===== src/rtl/alu_seq.sv =====
// alu_seq: registered ALU with start/busy/done handshake.
// Single-cycle ops (PASS/ADD/SUB/AND/OR/XOR) complete one cycle after accept.
// MUL is an unsigned iterative shift-add taking WIDTH iterations.
module alu_seq #(
    parameter int WIDTH = 8
) (
    input  logic             clk,
    input  logic             rst_n,
    input  logic             start,
    input  logic             alu_en,
    input  logic [2:0]       alu_op,
    input  logic [WIDTH-1:0] acc,
    input  logic [WIDTH-1:0] alu_operand,
    output logic             busy,
    output logic             done,
    output logic [WIDTH-1:0] result,
    output logic             flag_z,
    output logic             flag_n,
    output logic             flag_c,
    output logic             flag_v
);
    localparam int CNT_W = $clog2(WIDTH) + 1;

    localparam logic [2:0] OP_PASS = 3'b000;
    localparam logic [2:0] OP_ADD  = 3'b001;
    localparam logic [2:0] OP_SUB  = 3'b010;
    localparam logic [2:0] OP_AND  = 3'b011;
    localparam logic [2:0] OP_OR   = 3'b100;
    localparam logic [2:0] OP_XOR  = 3'b101;
    localparam logic [2:0] OP_MUL  = 3'b110;

    typedef enum logic [1:0] {S_IDLE, S_MUL, S_DONE} state_t;

    state_t state, state_nxt;

    logic [2*WIDTH-1:0] mcand;
    logic [2*WIDTH-1:0] prod;
    logic [2*WIDTH-1:0] prod_nxt;
    logic [WIDTH-1:0]   mplier;
    logic [CNT_W-1:0]   cnt;

    logic               accept;
    logic               mul_last;
    logic [WIDTH:0]     sum;
    logic [WIDTH:0]     diff;
    logic [WIDTH-1:0]   res_d;
    logic               c_d;
    logic               v_d;

    assign accept   = start && alu_en && (state == S_IDLE);
    assign mul_last = (state == S_MUL) && (cnt == CNT_W'(WIDTH - 1));
    assign prod_nxt = mplier[0] ? (prod + mcand) : prod;

    // Single-cycle result and carry/overflow, computed from the live operands at accept
    always_comb begin
        sum  = {1'b0, acc} + {1'b0, alu_operand};
        diff = {1'b0, acc} - {1'b0, alu_operand};
        res_d = acc;
        c_d   = 1'b0;
        v_d   = 1'b0;
        case (alu_op)
            OP_ADD: begin
                res_d = sum[WIDTH-1:0];
                c_d   = sum[WIDTH];
                v_d   = (acc[WIDTH-1] == alu_operand[WIDTH-1]) &&
                        (sum[WIDTH-1] != acc[WIDTH-1]);
            end
            OP_SUB: begin
                res_d = diff[WIDTH-1:0];
                c_d   = diff[WIDTH];   // borrow out of the extended subtract
                v_d   = (acc[WIDTH-1] != alu_operand[WIDTH-1]) &&
                        (diff[WIDTH-1] != acc[WIDTH-1]);
            end
            OP_AND:  res_d = acc & alu_operand;
            OP_OR:   res_d = acc | alu_operand;
            OP_XOR:  res_d = acc ^ alu_operand;
            default: res_d = acc;      // PASS and the reserved opcode
        endcase
    end

    // State register
    always_ff @(posedge clk or negedge rst_n) begin
        if (!rst_n) state <= S_IDLE;
        else        state <= state_nxt;
    end

    // Next-state logic; start outside IDLE is dropped, not queued
    always_comb begin
        state_nxt = state;
        case (state)
            S_IDLE: if (accept) state_nxt = (alu_op == OP_MUL) ? S_MUL : S_DONE;
            S_MUL:  if (mul_last) state_nxt = S_DONE;
            S_DONE: state_nxt = S_IDLE;
            default: state_nxt = S_IDLE;
        endcase
    end

    // Handshake outputs decoded from state
    always_comb begin
        busy = (state == S_MUL);
        done = (state == S_DONE);
    end

    // Multiplier datapath: operands captured at accept, one shift-add per MUL cycle
    always_ff @(posedge clk or negedge rst_n) begin
        if (!rst_n) begin
            mcand  <= '0;
            mplier <= '0;
            prod   <= '0;
            cnt    <= '0;
        end else if (accept && alu_op == OP_MUL) begin
            mcand  <= {{WIDTH{1'b0}}, acc};
            mplier <= alu_operand;
            prod   <= '0;
            cnt    <= '0;
        end else if (state == S_MUL) begin
            prod   <= prod_nxt;
            mcand  <= mcand << 1;
            mplier <= mplier >> 1;
            cnt    <= cnt + 1'b1;
        end
    end

    // Result/flags: loaded on the edge that enters DONE, held otherwise
    always_ff @(posedge clk or negedge rst_n) begin
        if (!rst_n) begin
            result <= '0;
            flag_z <= 1'b1;
            flag_n <= 1'b0;
            flag_c <= 1'b0;
            flag_v <= 1'b0;
        end else if (accept && alu_op != OP_MUL) begin
            result <= res_d;
            flag_z <= (res_d == '0);
            flag_n <= res_d[WIDTH-1];
            flag_c <= c_d;
            flag_v <= v_d;
        end else if (mul_last) begin
            result <= prod_nxt[WIDTH-1:0];
            flag_z <= (prod_nxt[WIDTH-1:0] == '0);
            flag_n <= prod_nxt[WIDTH-1];
            flag_c <= |prod_nxt[2*WIDTH-1:WIDTH];
            flag_v <= 1'b0;
        end
    end

endmodule


===== config.mk =====
export PLATFORM = sky130hd
export DESIGN_NAME = alu_seq
export DESIGN_NICKNAME = d
export VERILOG_FILES = /design/src/rtl/alu_seq.sv
export SDC_FILE = /design/constraint.sdc
export NUM_CORES = 1
export LEC_CHECK = 0
export BUFFER_PORTS_ARGS = -buffer_cell sky130_fd_sc_hd__buf_2
export CORE_MARGIN = 2
export CORE_UTILIZATION = 50
export CTS_CLUSTER_DIAMETER = 80
export DETAILED_ROUTE_END_ITERATION = 10
export PLACE_DENSITY = 0.71
export SYNTH_ARGS = -nofsm -noshare
export SYNTH_HDL_FRONTEND = slang
export SYNTH_SLANG_ARGS = --single-unit

===== constraint.sdc =====
create_clock -name clk -period 2.8 [get_ports clk]
set_input_delay 0.28 -clock clk [delete_from_list [all_inputs] [get_ports clk]]
set_output_delay 0.28 -clock clk [all_outputs]
set_load 0.02 [all_outputs]

==> impl_metrics.json <==
{
  "post-route-min-period_ps": 2650,
  "drtAntennaViolNets": 0,
  "gr-total-overflow": 0,
  "crit_arrival_ps": 2920,
  "grt_pass1_wl_um": 22500,
  "powerDensity_nw_per_um2": 807,
  "status": "complete, no violations",
  "final_cell_mix": "nand2_1 (86), dfrtp_1 (56), ha_1 (38)",
  "crit_buf_inv": 1,
  "synth_top_cell_by_area": "dfrtp_1",
  "tightest_slew_ps": 729,
  "numCtsBuffers": 9,
  "numPortBuffers": 36,
  "ys_warn_count": 0,
  "cp-end-kind": "flop",
  "max_freq_ghz": 0.378,
  "critPathMaxFanout": 3,
  "h-tree-depth": 3,
  "ys_seq_area_share_pct": 29.6,
  "drt_wl_total_um": 13900,
  "first_pass_iters": 5,
  "stdcell_count": 745,
  "worstSkewPairLatency_ps": 350,
  "cts_tree": "yes",
  "leakage_nw": 2.51,
  "initial_core_util_pct": 51.9,
  "slew_violations": 0,
  "hold_class": "in2async",
  "die_area_um2": 10400,
  "yosysUniqueCellTypes": 80,
  "cp_top_family": "compound AO/OA/AOI/OAI gates",
  "grt_pass1_vias": 4436,
  "dp_cells": 729,
  "gp_congestion": 0.968,
  "core-area_um2": 9280,
  "relSlewSlack_pct": 51.2,
  "io_pins": 37,
  "ir_drop_mv": 0.322,
  "diodes": 0,
  "path_cells": "ha_1 > fa_2 > a21o_1 > a221o_1 > buf_4 > xor2_1 > mux2i_1 > and4_1 > a22o_1 > a31o_1",
  "async_flop_share_pct": 100,
  "grt.total_usage_pct": 27.8,
  "synth.area.top_cells": "dfrtp_1 (29%), ha_1 (10%), nand2_1 (6.7%), o21ai_0 (3.2%), a21oi_1 (3.0%)",
  "antenna_found_initial": 0,
  "skew_ps": 11.7,
  "fillers": 865,
  "drtIter0Drc": 296,
  "synthCells": 573,
  "critical_path_class": "reg2reg",
  "timing.final.crit_share_pct": 94.6,
  "cp_slowest_cell": "dfrtp_1",
  "drive_gt1_share_pct": 17.0,
  "root_buffer": "clkbuf_8",
  "critPathLaunch": "mcand[0]",
  "synth_edf_count": 0,
  "std_cell_rows": 35,
  "finalHoldViolCount": 0,
  "dp_hpwl_um": 10500,
  "avgViaCountPerCell": 6.24,
  "synth_top_area_share_pct": 29.1,
  "cts.sinks": 57,
  "rsz0062_at_grt": "false",
  "place_ws_ps": -2.85,
  "seqCellArea_um2": 1430,
  "syn_nets": 639,
  "crit_required_ps": 3070,
  "maxCapViolCount": 0,
  "die_h_um": 102,
  "layout_commonest_cell": "nand2_1",
  "finalCoreUtilization_pct": 58.7,
  "syn-cell-area_um2": 4820,
  "clk_pin_slew_ps": 70,
  "dr_total_vias": 4646,
  "cp-start-kind": "flop",
  "synth_area_per_cell_um2": 8.41,
  "finalPower_mw": 4.40,
  "synth-main-ff-cell": "dfrtp_1",
  "cts.path.max_buffers": 2,
  "die_x_um": 102,
  "drc": 0,
  "max_stage_delay_ps": 410,
  "grt_start_max_net_pins": 58,
  "r2r_start": "mcand[0]",
  "setup_ws_ps": 151,
  "syn_to_final_growth_pct": 13.0,
  "synth-seq-cells": 57,
  "setup-tns-final_ps": 0,
  "post_drt_wl_per_cell_um": 18.6,
  "post_cts_buffers": 0,
  "setup_viol": 0,
  "num-nets-final": 677,
  "multiInputGateArea_um2": 3160
}
[metrics by stage]
stage	instance area [um^2]	hold slack (ps)
2_1_floorplan	4820	-15.6
3_3_place_gp	5200	458
3_5_place_dp	5200	463
4_1_cts	5400	98.6
5_1_grt	5450	139
6_report	5450	63.1
[path summary, 6_finish.rpt]
kind,cells past startpoint,to,slack (ps)
max,10,flag_z,150
min in group clk,3,mplier[4],180
min reg2reg,2,mplier[1],480
min,2,prod[8],60
max in group asynchronous,2,mcand[12],2250
max reg2reg,10,flag_z,150
[layer usage]
metal / track usage [%] / vias to the layer above / share of wire, %
met4: 10.8 / 0 / 2.4
li1: - / 2202 / -
met3: 5.34 / 34 / 5.8
met2: 43.2 / 154 / 45
met1: 38.6 / 2256 / 46
met5: 0 / - / 0
[synth_stat cells, types with 8 or more instances]
cell,n
clkbuf_1,24
nand2_1,86
nand2b_1,8
nor3_1,12
o21ai_0,31
a21o_1,15
ha_1,40
a21oi_1,29
a211oi_1,10
a22oi_1,16
nand3_1,9
dfrtp_1,56
inv_1,25
o22ai_1,11
nor2_1,24
[worst reg2reg max path, stage by stage (launching register included)]
cell and delay, ps:
dfrtp_1 410, ha_1 250, fa_2 390, a21o_1 200
a221o_1 330, buf_4 160, xor2_1 140, mux2i_1 140
and4_1 180, a22o_1 200, a31o_1 180
[report_power, final]
group | total (mW) | internal, mW | switching (mW) | leakage (nW)
clock network | 0.792 | 0.432 | 0.360 | 0.0953
logic | 2.22 | 0.916 | 1.31 | 1.67
registers | 1.38 | 1.12 | 0.266 | 0.745
total | 4.40 | 2.47 | 1.93 | 2.51
[final cells by class]
| type | count | area share, % |
|---|---|---|
| clock buffer | 11 | 2.60 |
| clock inverter | 5 | 1.01 |
| inverter | 29 | 2.00 |
| multi-input combinational | 450 | 58.1 |
| sequential | 57 | 26.2 |
| tap | 129 | 2.96 |
| timing repair buffer | 64 | 7.17 |
[registers in the layout, summed over array words and instances, names as in the netlist]
register / count
flag_z: 1
mcand: 16
prod: 16
flag_c: 1
flag_v: 1
mplier: 8
result: 8
cnt: 4
state: 2
[what timing repair did]
action | in CTS | in global routing
hold buffers | 0 | 0
pin swaps | 0 | 1
setup endpoints to repair | 1 | 1
hold endpoints to repair | 0 | 0
gates resized for setup | 1 | 8
[kinds of logic after synthesis]
| logic type | synth area share [%] |
|---|---|
| compound gates | 29.9 |
| simple gates | 18.7 |
| buf+inv | 5.79 |
| flops | 29.6 |
| fa+ha+maj | 11.6 |
| xor+xnor | 2.00 |
| mux | 2.39 |
(Power assumes the default switching activity.)
